File: src/rtl/seq_decoder_n.sv
// -----------------------------------------------------------------------------
// seq_decoder_n
// Parametrised serial pattern decoder. After reset, an N-bit pattern and a
// per-bit compare mask are shifted in serially (MSB first) while enable is
// high. The qualified sig stream is then shifted into an N-bit window. Each
// time the window matches the pattern on all masked bits, a one-cycle pulse
// appears on out. The comparison is made on the window value that includes
// the incoming bit.
//
// Optional feature macro: SEQ_DEC_MATCH_CNT_EN
//   When defined, match_count is a saturating count of out pulses.
//   When undefined, match_count is tied to 0 and no counter flops exist.
//
// Parameters
//   N      pattern length in bits (2..32)
//   CNT_W  width of match_count
// Ports
//   clk          in   clock; all state changes on posedge
//   clr          in   synchronous active-high reset
//   enable       in   programming strobe (honoured in LOAD only)
//   prgm         in   serial pattern bit, pattern[N-1] first
//   prgm_mask    in   serial mask bit (1 = compare, 0 = don't care)
//   sig          in   serial data bit under test
//   sig_valid    in   qualifier for sig
//   mode_nonovl  in   1 = non-overlapping matches, 0 = overlapping
//   out          out  registered one-cycle match pulse
//   armed        out  high while in ARMED
//   match_count  out  saturating match counter
// -----------------------------------------------------------------------------
module seq_decoder_n #(
    parameter int N     = 8,
    parameter int CNT_W = 8
) (
    input  logic             clk,
    input  logic             clr,
    input  logic             enable,
    input  logic             prgm,
    input  logic             prgm_mask,
    input  logic             sig,
    input  logic             sig_valid,
    input  logic             mode_nonovl,
    output logic             out,
    output logic             armed,
    output logic [CNT_W-1:0] match_count
);

    localparam int CW = $clog2(N + 1);

    typedef enum logic [1:0] {
        LOAD  = 2'd0,
        FILL  = 2'd1,
        ARMED = 2'd2
    } state_t;

    state_t          r_state;
    logic [N-1:0]    r_pattern;
    logic [N-1:0]    r_mask;
    logic [N-1:0]    r_window;
    logic [CW-1:0]   r_load_cnt;
    logic [CW-1:0]   r_fill_cnt;
    logic            r_out;
    logic            r_armed;

    logic [N-1:0]    w_window_next;
    logic            w_match;
    logic            w_load_last;
    logic            w_fill_last;
    logic            w_hit;

    assign w_window_next = {r_window[N-2:0], sig};
    assign w_match       = ((w_window_next ^ r_pattern) & r_mask) == '0;
    assign w_load_last   = (r_load_cnt == CW'(N - 1));
    assign w_fill_last   = (r_fill_cnt == CW'(N - 1));

    // A hit needs a full window: either already ARMED, or this valid bit is
    // the one that completes the window in FILL.
    assign w_hit = sig_valid && w_match &&
                   ((r_state == ARMED) || ((r_state == FILL) && w_fill_last));

    always_ff @(posedge clk) begin
        if (clr) begin
            r_state    <= LOAD;
            r_pattern  <= '0;
            r_mask     <= '0;
            r_window   <= '0;
            r_load_cnt <= '0;
            r_fill_cnt <= '0;
            r_out      <= 1'b0;
            r_armed    <= 1'b0;
        end else begin
            r_out <= w_hit;
            case (r_state)
                LOAD: begin
                    if (enable) begin
                        r_pattern  <= {r_pattern[N-2:0], prgm};
                        r_mask     <= {r_mask[N-2:0], prgm_mask};
                        r_load_cnt <= r_load_cnt + CW'(1);
                        if (w_load_last) begin
                            r_state    <= FILL;
                            r_window   <= '0;
                            r_fill_cnt <= '0;
                        end
                    end
                end
                FILL: begin
                    if (sig_valid) begin
                        if (w_fill_last && w_hit && mode_nonovl) begin
                            // Match consumed the window: collect N fresh bits.
                            r_window   <= '0;
                            r_fill_cnt <= '0;
                        end else if (w_fill_last) begin
                            r_window <= w_window_next;
                            r_state  <= ARMED;
                            r_armed  <= 1'b1;
                        end else begin
                            r_window   <= w_window_next;
                            r_fill_cnt <= r_fill_cnt + CW'(1);
                        end
                    end
                end
                ARMED: begin
                    if (sig_valid) begin
                        if (w_hit && mode_nonovl) begin
                            r_window   <= '0;
                            r_fill_cnt <= '0;
                            r_state    <= FILL;
                            r_armed    <= 1'b0;
                        end else begin
                            r_window <= w_window_next;
                        end
                    end
                end
                default: begin
                    r_state <= LOAD;
                    r_armed <= 1'b0;
                end
            endcase
        end
    end

    assign out   = r_out;
    assign armed = r_armed;

`ifdef SEQ_DEC_MATCH_CNT_EN
    logic [CNT_W-1:0] r_match_count;

    // Counts alongside out: the count changes on the same edge that raises out.
    always_ff @(posedge clk) begin
        if (clr) begin
            r_match_count <= '0;
        end else if (w_hit && (r_match_count != {CNT_W{1'b1}})) begin
            r_match_count <= r_match_count + CNT_W'(1);
        end
    end

    assign match_count = r_match_count;
`else
    assign match_count = '0;
`endif

endmodule
File: config.mk
export PLATFORM = sky130hd
export DESIGN_NAME = seq_decoder_n
export DESIGN_NICKNAME = d
export VERILOG_FILES = /design/src/rtl/seq_decoder_n.sv
export SDC_FILE = /design/constraint.sdc
export NUM_CORES = 1
export LEC_CHECK = 0
export CAP_MARGIN = 20
export CORE_MARGIN = 4
export CORE_UTILIZATION = 50
export DETAILED_ROUTE_END_ITERATION = 8
export GPL_TIMING_DRIVEN = 0
export PLACE_DENSITY = 0.8
export SLEW_MARGIN = 5
export SYNTH_ARGS = -nofsm -noshare
export SYNTH_HDL_FRONTEND = slang
export SYNTH_SLANG_ARGS = --single-unit
File: constraint.sdc
create_clock -name clk -period 4.6 [get_ports clk]
set_input_delay 0.92 -clock clk [delete_from_list [all_inputs] [get_ports clk]]
set_output_delay 0.92 -clock clk [all_outputs]
set_load 0.02 [all_outputs]
==> impl_metrics.yaml, run 1 <==
drt:
  drc: 0
  ant_nets: 0
  drt-vias-per-instance: 5.38
  wl_per_cell_um: 13.2
  wirelength_routed_um: 3480
  drt_first_pass_iters: 4
  drt-initial-drc-count: 121
  vias: 1415
synthesis:
  yosysWarningCount: 0
  synthesis.area_per_instance_sq_um: 8.69
  synth_seq_area_share_pct: 41.1
  synthCells: 196
  synthDominantCellAreaShare_pct: 41.1
  netlist-cell-type-count: 43
  post_synth_main_area_contributors: "sky130_fd_sc_hd__dfxtp_1 41%, sky130_fd_sc_hd__nand2_1 9.0%, sky130_fd_sc_hd__a21oi_1 5.9%"
  synth.cell_area_sq_um: 1700
  ys_seq_elements: 35
  synth_largest_area_cell: "sky130_fd_sc_hd__dfxtp_1"
clock_network:
  clockBufferDepth: 2
  clock-root-buffer: "sky130_fd_sc_hd__clkbuf_4"
  worst_skew_pair.late_latency_ps: 350
  cts_num_sinks: 35
  clkTransAtPathRegs_ps: 110
  postCtsSetupRepairBufs: 0
  numCtsBuffers: 5
  cts_htree_levels: 2
  cts_tree: "built"
  postCtsHoldBufs: 0
  post_cts_resized: 0
grt:
  grt_pass1_wl_um: 5920
  initial_antenna_violation_count: 0
  vias_in_the_first_global_route: 1368
  grt_start_max_net_pins: 12
  globalRoute.totalOverflow: 0
  track_usage_pct: 17.8
pwr:
  p_leak_nw: 0.789
  vdd.ir_drop.worst_uv: 214
  p_per_area_nw_per_um2: 329
  total_power_mw: 0.641
timing:
  timing.final.setup_violations: 0
  fin_skew_ps: 10.5
  final_max_slew_viol_count: 0
  period_utilization_post_route_pct: 55.7
  setup_total_negative_slack_ps: 0
  tightestPinTransition_ps: 775
  unrepaired_setup_endpoints_after_global_routing: "no"
  maxSlewHeadroom_pct: 48.3
  min_period_ps: 2560
  hold_viol_final: 0
  fmaxAchievable_mhz: 390
cells_and_area:
  diodes_inserted: 0
  utilization_pct: 61.8
  layout-drive-gt1-share_pct: 12.3
  area_growth_pct: 14.5
  final_nets: 233
floorplanning:
  floorplan.initialDensity_pct: 54.0
  die_h_um: 66.4
  die_area_sq_um: 4400
  die_width_um: 66.4
  floorplan.rows: 20
  core_area_sq_um: 3150
  floorplan.io_pins: 18
place:
  numPortBuffers: 9
  gp_congestion: 0.879
  place_hpwl_um: 2550
hold_path:
  min_path_type: "register to register"
  holdPathStages: 2
worst_setup_path:
  required_ps: 4840
  critical_path.cell_chain: "clkdlybuf4s50_1 -> xor2_1 -> a22oi_1 -> nand3_1 -> o41ai_4 -> a21oi_2 -> a22o_1"
  setup.worst_path.class: "primary input to register"
  path_max_fanout: 7
  critPathMaxStageDelay_ps: 440
  critPathLaunchType: "primary input"
  cpMaxStageDelayCell: "sky130_fd_sc_hd__clkdlybuf4s50_1"
  critPathArrivalTime_ps: 2800
  crit_path_end_kind: "register"
  rr_worst_depth: 8
status:
  status: "finished clean"
job:
  timing.max_cap.violations: 0
-- cells by family (layout without fill, tap and decap cells) --
kind of cell | Yosys count | in the layout | synth area share, %
AND/OR/NAND/NOR | 72 | 72 | 19.9
AO/OA/AOI/OAI | 48 | 48 | 20.6
flip-flops | 35 | 35 | 41.1
buffers and inverters | 21 | 37 | 6.83
XOR/XNOR | 12 | 12 | 6.17
adder cells (fa/ha/maj) | 6 | 6 | 4.41
other | 1 | 8 | 0.220
multiplexers | 1 | 1 | 0.661
-- layer usage --
| metal | wire (um) | up-vias | part of all wire (%) | GRT usage (%) |
|---|---|---|---|---|
| li1 | - | 715 | - | - |
| met1 | 1540 | 656 | 44 | 20.2 |
| met2 | 1690 | 34 | 48 | 31.1 |
| met3 | 174 | 10 | 5.0 | 4.25 |
| met4 | 76 | 0 | 2.2 | 8.38 |
| met5 | 0 | - | 0 | 0 |
-- flip-flops by register name, summed over array words and instances, names as in the netlist --
register	cells
r_load_cnt	4
r_window	7
r_fill_cnt	4
r_pattern	8
out	1
armed	1
r_state	2
r_mask	8
-- placed cells by master, fill, tap and decap left out, types with 2 or more instances in the layout --
master                            netlist  routed
sky130_fd_sc_hd__ha_1                   6       6
sky130_fd_sc_hd__a21oi_1               20      20
sky130_fd_sc_hd__nand2_1               41      41
sky130_fd_sc_hd__conb_1                 1       8
sky130_fd_sc_hd__nand3_1                7       7
sky130_fd_sc_hd__buf_1                  3       3
sky130_fd_sc_hd__nor2_1                 9       9
sky130_fd_sc_hd__a221oi_2               2       2
sky130_fd_sc_hd__xor2_1                10      10
sky130_fd_sc_hd__o21ai_0                4       4
sky130_fd_sc_hd__a22o_1                 8       8
sky130_fd_sc_hd__a22oi_1                2       2
sky130_fd_sc_hd__dfxtp_1               35      35
sky130_fd_sc_hd__clkbuf_4               0       5
sky130_fd_sc_hd__o311ai_0               2       2
sky130_fd_sc_hd__nand4_1                3       3
sky130_fd_sc_hd__clkbuf_1               3       3
sky130_fd_sc_hd__inv_1                  6       6
sky130_fd_sc_hd__clkdlybuf4s50_1        0       9
sky130_fd_sc_hd__buf_4                  8       8
sky130_fd_sc_hd__xnor2_1                2       2
-- final cells by class --
cell class | count | area, sq um
fill | 294 | 1200
inverter | 6 | 22.5
tap | 44 | 55.1
sequential | 35 | 701
clock inverter | 2 | 37.5
clock buffer | 5 | 37.5
multi-input combinational | 147 | 912
timing repair buffer | 9 | 90.1
buffer | 15 | 93.8
-- worst max-delay path, delay by kind of cell --
| family | cells | cell delay [ps] |
|---|---|---|
| AND/OR/NAND/NOR | 1 | 230 |
| XOR/XNOR | 1 | 160 |
| buffers and inverters | 1 | 440 |
| AO/OA/AOI/OAI | 4 | 1050 |
-- where the power goes --
part / internal [mW] / switching (mW) / total [mW] / leakage, nW
sequential: 0.312 / 0.00809 / 0.320 / 0.283
combinational: 0.0410 / 0.0626 / 0.104 / 0.469
clock: 0.111 / 0.105 / 0.216 / 0.0373
total: 0.465 / 0.176 / 0.641 / 0.789
-- path summary, 6_finish.rpt --
path                            slack [ps]               startpoint                       end
worst min register to register         480   r_mask[5]$_SDFFE_PP0P_    r_mask[6]$_SDFFE_PP0P_
worst max register to register        2190  r_state[1]$_SDFFE_PP0P_  r_window[5]$_SDFFE_PP0P_
worst min-delay path                   480   r_mask[5]$_SDFFE_PP0P_    r_mask[6]$_SDFFE_PP0P_
worst max-delay path                  2040                      sig  r_window[5]$_SDFFE_PP0P_
-- through the flow --
step,setup WS [ps],hold WS (ps),std cells,area (sq um)
final,2040,478,263,1950
after global routing,1900,499,263,1950
after CTS,2050,479,263,1950
after detailed placement,1680,457,256,1870
after global placement,1720,447,256,1870
after floorplan,2330,436,203,1730
-- Yosys cell counts --
cell and instances:
sky130_fd_sc_hd__a211o_1 1, sky130_fd_sc_hd__a211oi_1 1, sky130_fd_sc_hd__a21oi_1 20, sky130_fd_sc_hd__a21oi_2 1, sky130_fd_sc_hd__a221oi_2 2, sky130_fd_sc_hd__a222oi_1 1
sky130_fd_sc_hd__a22o_1 8, sky130_fd_sc_hd__a22oi_1 2, sky130_fd_sc_hd__a31o_2 1, sky130_fd_sc_hd__a31oi_1 1, sky130_fd_sc_hd__and2_1 1, sky130_fd_sc_hd__and3_1 1
sky130_fd_sc_hd__and3_2 1, sky130_fd_sc_hd__buf_1 3, sky130_fd_sc_hd__buf_4 8, sky130_fd_sc_hd__buf_6 1, sky130_fd_sc_hd__clkbuf_1 3, sky130_fd_sc_hd__conb_1 1
sky130_fd_sc_hd__dfxtp_1 35, sky130_fd_sc_hd__ha_1 6, sky130_fd_sc_hd__inv_1 6, sky130_fd_sc_hd__mux2_2 1, sky130_fd_sc_hd__nand2_1 41, sky130_fd_sc_hd__nand2_2 1
sky130_fd_sc_hd__nand2b_1 1, sky130_fd_sc_hd__nand3_1 7, sky130_fd_sc_hd__nand4_1 3, sky130_fd_sc_hd__nand4b_1 1, sky130_fd_sc_hd__nand4b_4 1, sky130_fd_sc_hd__nor2_1 9
sky130_fd_sc_hd__nor2b_1 1, sky130_fd_sc_hd__nor3_1 1, sky130_fd_sc_hd__nor4_1 1, sky130_fd_sc_hd__nor4b_1 1, sky130_fd_sc_hd__o21ai_0 4, sky130_fd_sc_hd__o21ai_1 1
sky130_fd_sc_hd__o21ai_2 1, sky130_fd_sc_hd__o311ai_0 2, sky130_fd_sc_hd__o31ai_1 1, sky130_fd_sc_hd__o41ai_4 1, sky130_fd_sc_hd__or2_2 1, sky130_fd_sc_hd__xnor2_1 2
sky130_fd_sc_hd__xor2_1 10
(Power assumes the default switching activity.)
==> run 2, diff against run 1 <==
==> constraint.sdc (replaced) <==
create_clock -name clk -period 2.5 [get_ports clk]
set_input_delay 0.5 -clock clk [delete_from_list [all_inputs] [get_ports clk]]
set_output_delay 0.5 -clock clk [all_outputs]
set_load 0.02 [all_outputs]
==> run 2 against run 1 <==
Compared with the run above: clock-buffer cell count unchanged; clock skew is 2.5 ps higher; die area stayed put; worst setup slack got worse by 1900 ps; highest routed layer unchanged.
==> impl_metrics.yaml, run 2 (same netlist as run 1, synthesis figures left out) <==
cells_and_area:
  area_growth_pct: 16.7
  final_nets: 233
  diodes_inserted: 0
  layout-drive-gt1-share_pct: 13.7
  fin_cells: 263
  fill_cells: 291
  final_common_cell: "sky130_fd_sc_hd__nand2_1"
  most_frequent_cells_in_the_layout: "41 x sky130_fd_sc_hd__nand2_1, 35 x sky130_fd_sc_hd__dfxtp_1, 20 x sky130_fd_sc_hd__a21oi_1"
  stdcell_area_sq_um: 1990
  layout_top_registers: "r_mask x8, r_pattern x8, r_window x7"
timing:
  final_max_slew_viol_count: 0
  fin_skew_ps: 13.0
  maxSlewHeadroom_pct: 49.6
  timing.final.setup_violations: 0
  setup_total_negative_slack_ps: 0
  tightestPinTransition_ps: 757
  hold_viol_final: 0
  period_utilization_post_route_pct: 95.1
  min_period_ps: 2380
  fmaxAchievable_mhz: 421
grt:
  vias_in_the_first_global_route: 1368
  grt_pass1_wl_um: 5920
  initial_antenna_violation_count: 0
  grt_start_max_net_pins: 12
  track_usage_pct: 17.8
  globalRoute.totalOverflow: 0
worst_setup_path:
  path_max_fanout: 10
  ff2ff_setup_slack_ps: 120
  setup.worst_path.class: "register to register"
  r2r_start: "r_state[1]$_SDFFE_PP0P_"
  critPathArrivalTime_ps: 2610
  rr_worst_depth: 9
  critPathLaunchType: "register"
  crit_path_end_kind: "register"
  endpoint: "r_window[5]$_SDFFE_PP0P_"
  critical_path.reg2reg.endpoint: "r_window[5]$_SDFFE_PP0P_"
  required_ps: 2740
  worstSetupStartpoint: "r_state[1]$_SDFFE_PP0P_"
pwr:
  power_frac_seq_pct: 49.7
  p_per_area_nw_per_um2: 597
  clock_power_share_pct: 33.5
  p_leak_nw: 0.791
  cell_internal_pwr_mw: 0.859
  vdd.ir_drop.worst_uv: 394
  netSwitchingPower_mw: 0.328
  combinationalPowerShare_pct: 16.8
  total_power_mw: 1.19
  switching_share_pct: 27.6
drt:
  wl_per_cell_um: 13.5
  met2RoutedLength_um: 1790
  dr_wl_met3_um: 160
  highest-signal-layer: "met4"
  wirelength_routed_um: 3550
  drt_first_pass_iters: 4
  ant_nets: 0
  drt-vias-per-instance: 5.40
  vias: 1421
  drt-initial-drc-count: 93
  drc: 0
  wl_met1_um: 1520
job:
  timing.max_cap.violations: 0
floorplanning:
  die_width_um: 66.4
  floorplan.io_pins: 18
  floorplan.rows: 20
  die_h_um: 66.4
  floorplan.initialDensity_pct: 54.0
  die_area_sq_um: 4400
  core_area_sq_um: 3150
clock_network:
  numCtsBuffers: 5
  cts_tree: "built"
  worst_skew_pair.late_latency_ps: 350
  postCtsSetupRepairBufs: 0
  postCtsHoldBufs: 0
  cts_htree_levels: 2
  cts_num_sinks: 35
  clkTransAtPathRegs_ps: 110
  post_cts_resized: 0
  clock-root-buffer: "sky130_fd_sc_hd__clkbuf_4"
  clockBufferDepth: 2
place:
  dpl-instance-area_sq_um: 1870
  numPortBuffers: 9
  gp_congestion: 0.879
  cell_count_after_placement: 256
  place_hpwl_um: 2550
status:
  status: "finished clean"
hold_path:
  min_path_type: "register to register"
[run 2: cell types whose count changed in the layout (fill, tap and decap cells not counted)]
cell / delta
sky130_fd_sc_hd__and3_1: -1
sky130_fd_sc_hd__a211oi_2: +1
sky130_fd_sc_hd__nand3_1: -1
sky130_fd_sc_hd__nand3_2: +1
sky130_fd_sc_hd__and3_4: +1
sky130_fd_sc_hd__a211oi_1: -1
sky130_fd_sc_hd__a221oi_2: -2
sky130_fd_sc_hd__a221oi_4: +2
[run 2: power groups by stage]
| stage | clock network, mW | logic [mW] | registers, mW |
|---|---|---|---|
| after floorplan | 0 | 0.145 | 0.599 |
| after global placement | 0 | 0.187 | 0.602 |
| after detailed placement | 0 | 0.189 | 0.603 |
| after CTS | 0.407 | 0.191 | 0.590 |
| after global routing | 0.432 | 0.221 | 0.593 |
| final | 0.398 | 0.199 | 0.590 |
[run 2: how the worst min path moves through the flow]
stage,from,to,cells past startpoint
detailed placement,r_mask[7]$_SDFFE_PP0P_,r_mask[7]$_SDFFE_PP0P_,2
CTS,r_mask[7]$_SDFFE_PP0P_,r_mask[7]$_SDFFE_PP0P_,2
floorplan,r_mask[7]$_SDFFE_PP0P_,r_mask[7]$_SDFFE_PP0P_,2
global placement,r_mask[7]$_SDFFE_PP0P_,r_mask[7]$_SDFFE_PP0P_,2
finish,r_mask[5]$_SDFFE_PP0P_,r_mask[6]$_SDFFE_PP0P_,2
global route,r_mask[5]$_SDFFE_PP0P_,r_mask[6]$_SDFFE_PP0P_,2
[run 2: routing by layer]
layer | GRT usage, % | vias up
met4 | 8.38 | 0
li1 | - | 718
met5 | 0 | -
met1 | 20.2 | 662
met2 | 31.1 | 33
met3 | 4.25 | 8
[run 2: layout make-up]
class | instances | area, sq um | share of cell area [%]
Inverter | 6 | 22.5 | 1.13
Clock inverter | 2 | 37.5 | 1.89
Buffer | 15 | 93.8 | 4.72
Multi-Input combinational cell | 147 | 950 | 47.8
Clock buffer | 5 | 37.5 | 1.89
Sequential cell | 35 | 701 | 35.3
Timing Repair Buffer | 9 | 90.1 | 4.53
Tap cell | 44 | 55.1 | 2.77
[run 2: worst max-delay path: stages (launching register included)]
cell and delay, ps:
sky130_fd_sc_hd__dfxtp_1 370, sky130_fd_sc_hd__inv_1 100, sky130_fd_sc_hd__ha_1 170, sky130_fd_sc_hd__buf_6 160
sky130_fd_sc_hd__nand4b_4 170, sky130_fd_sc_hd__a221oi_4 350, sky130_fd_sc_hd__nand3_2 170, sky130_fd_sc_hd__o41ai_4 350
sky130_fd_sc_hd__a21oi_2 170, sky130_fd_sc_hd__a22o_1 260
[run 2: per-stage QoR]
stage	utilization, %	hold slack [ps]	setup slack [ps]
floorplan	-	436	373
global placement	59.4	447	37.5
detailed placement	59.4	457	-2.76
CTS	61.8	479	70.5
global route	63.0	499	-26.6
finish	63.0	479	124
==> run 3, diff against run 2 <==
--- a/config.mk
+++ b/config.mk
@@ -6,11 +6,10 @@
 export NUM_CORES = 1
 export LEC_CHECK = 0
 export CAP_MARGIN = 20
-export CORE_MARGIN = 4
-export CORE_UTILIZATION = 50
+export CORE_UTILIZATION = 40
 export DETAILED_ROUTE_END_ITERATION = 8
 export GPL_TIMING_DRIVEN = 0
-export PLACE_DENSITY = 0.8
+export PLACE_DENSITY = 0.68
 export SLEW_MARGIN = 5
 export SYNTH_ARGS = -nofsm -noshare
 export SYNTH_HDL_FRONTEND = slang
==> run 3 against run 2 <==
Compared with the run above: critical path depth stayed put; utilization down 14 points; combinational power about the same; wire length down 3.4%; die area up 2.7%; power up 8.1%; critical endpoint is now r_window[1]$_SDFFE_PP0P_.
==> impl_metrics.yaml, run 3 (same netlist as run 1, synthesis figures left out) <==
grt:
  globalRoute.totalOverflow: 0
  grt_start_max_net_pins: 12
  global_route.usage.met3_pct: 5.57
  globalRoute.busiestLayer: "met2"
  vias_in_the_first_global_route: 1263
  grt_pass1_wl_um: 5880
  initial_antenna_violation_count: 0
  track_usage_pct: 17.8
  grt.met1_usage_pct: 22.6
  use_met2_pct: 27.5
drt:
  drt_first_pass_iters: 4
  drt-vias-per-instance: 5.24
  drc: 0
  wirelength_routed_um: 3430
  drt-initial-drc-count: 85
  vias: 1409
  wl_per_cell_um: 12.7
  ant_nets: 0
hold_path:
  min_path_type: "register to register"
cells_and_area:
  most_frequent_cells_in_the_layout: "41 x sky130_fd_sc_hd__nand2_1, 35 x sky130_fd_sc_hd__dfxtp_1, 20 x sky130_fd_sc_hd__a21oi_1"
  final_nets: 233
  layout-drive-gt1-share_pct: 12.8
  fin_cells: 269
  layout_top_registers: "r_mask x8, r_pattern x8, r_window x7"
  diodes_inserted: 0
  fill_cells: 382
  area_growth_pct: 17.7
  final_common_cell: "sky130_fd_sc_hd__nand2_1"
place:
  place_ws_ps: -13.6
  place_hpwl_um: 2440
  gp_congestion: 0.821
  numPortBuffers: 9
  cell_count_after_placement: 262
worst_setup_path:
  r2r_start: "r_state[1]$_SDFFE_PP0P_"
  required_ps: 2680
  path_max_fanout: 10
  critPathLaunchType: "register"
  ff2ff_setup_slack_ps: 150
  setup.worst_path.class: "register to register"
  critical_path.reg2reg.endpoint: "r_window[1]$_SDFFE_PP0P_"
  critPathArrivalTime_ps: 2540
  rr_worst_depth: 9
  worstSetupStartpoint: "r_state[1]$_SDFFE_PP0P_"
  endpoint: "r_window[1]$_SDFFE_PP0P_"
  crit_path_end_kind: "register"
clock_network:
  numCtsBuffers: 5
  postCtsHoldBufs: 0
  postCtsSetupRepairBufs: 0
  clock-root-buffer: "sky130_fd_sc_hd__clkbuf_8"
  cts_tree: "built"
  cts_htree_levels: 2
  worst_skew_pair.late_latency_ps: 290
  cts_num_sinks: 35
  clockBufferDepth: 2
  clkTransAtPathRegs_ps: 70
timing:
  period_utilization_post_route_pct: 94.2
  tightestPinTransition_ps: 751
  timing.final.setup_violations: 0
  hold_viol_final: 0
  maxSlewHeadroom_pct: 50.0
  min_period_ps: 2350
  fmaxAchievable_mhz: 425
  final_max_slew_viol_count: 0
  setup_slack_ps: 145
  fin_skew_ps: 6.56
status:
  status: "finished clean"
job:
  timing.max_cap.violations: 0
floorplanning:
  die_width_um: 67.2
  core_area_sq_um: 4060
  floorplan.initialDensity_pct: 42.0
  die_area_sq_um: 4520
  floorplan.rows: 23
  die_h_um: 67.2
  floorplan.io_pins: 18
pwr:
  p_leak_nw: 0.803
  vdd.ir_drop.worst_uv: 338
  p_per_area_nw_per_um2: 640
-- run 3: cell counts in the layout (fill, tap and decap cells not counted) --
No cell type changed its count.
-- run 3: layout make-up --
type | instances | area (sq um) | area share, %
multi-input cells | 147 | 928 | 46.3
flip-flops and latches | 35 | 701 | 35.0
plain buffers | 15 | 93.8 | 4.68
repair buffers | 9 | 90.1 | 4.49
clock buffers | 5 | 68.8 | 3.43
well taps | 50 | 62.6 | 3.12
clock inverters | 2 | 37.5 | 1.87
inverters | 6 | 22.5 | 1.12
-- run 3: power by group --
part,switching [mW],total [mW],leakage [nW],internal (mW)
Clock,0.206,0.497,0.0502,0.291
Combinational,0.117,0.196,0.470,0.0788
Sequential,0.0152,0.590,0.283,0.575
-- run 3: how the worst min path moves through the flow --
stage,startpoint,endpoint,slack [ps],cells past startpoint
2_1_floorplan,r_mask[7]$_SDFFE_PP0P_,r_mask[7]$_SDFFE_PP0P_,440,2
3_5_place_dp,r_mask[7]$_SDFFE_PP0P_,r_mask[7]$_SDFFE_PP0P_,460,2
3_3_place_gp,r_mask[7]$_SDFFE_PP0P_,r_mask[7]$_SDFFE_PP0P_,450,2
5_1_grt,r_mask[7]$_SDFFE_PP0P_,r_mask[7]$_SDFFE_PP0P_,490,2
6_report,r_mask[7]$_SDFFE_PP0P_,r_mask[7]$_SDFFE_PP0P_,460,2
4_1_cts,r_mask[7]$_SDFFE_PP0P_,r_mask[7]$_SDFFE_PP0P_,470,2
-- run 3: routing by layer --
layer | vias up | wire length [um]
met5 | - | 0
met4 | 0 | 53
met3 | 6 | 163
met2 | 30 | 1560
met1 | 659 | 1650
li1 | 714 | -
-- run 3: per-stage QoR --
stage	power (mW)	cell area, sq um	hold slack [ps]	TNS, ps	util (%)
floorplan	0.744	1730	436	0	-
global placement	0.791	1880	446	-1.39	46.4
detailed placement	0.792	1880	457	-77.2	46.4
CTS	1.29	1990	466	0	49.0
global route	1.35	2000	487	-12.5	49.4
finish	1.28	2000	465	0	49.4
-- run 3: repair_timing --
| action | 4_1_cts | 5_1_grt |
|---|---|---|
| resized for setup | 0 | 2 |
| setup endpoints to repair | 0 | 9 |
| endpoints found under the hold margin | 0 | 0 |
-- run 3: worst max-delay path, stage by stage, from the launching register on --
cell and delay (ps):
sky130_fd_sc_hd__dfxtp_1 350, sky130_fd_sc_hd__inv_1 90, sky130_fd_sc_hd__ha_1 150, sky130_fd_sc_hd__buf_6 150
sky130_fd_sc_hd__nand4b_4 160, sky130_fd_sc_hd__a221oi_2 340, sky130_fd_sc_hd__nand3_2 190, sky130_fd_sc_hd__o41ai_4 370
sky130_fd_sc_hd__a21oi_2 190, sky130_fd_sc_hd__a22o_1 260
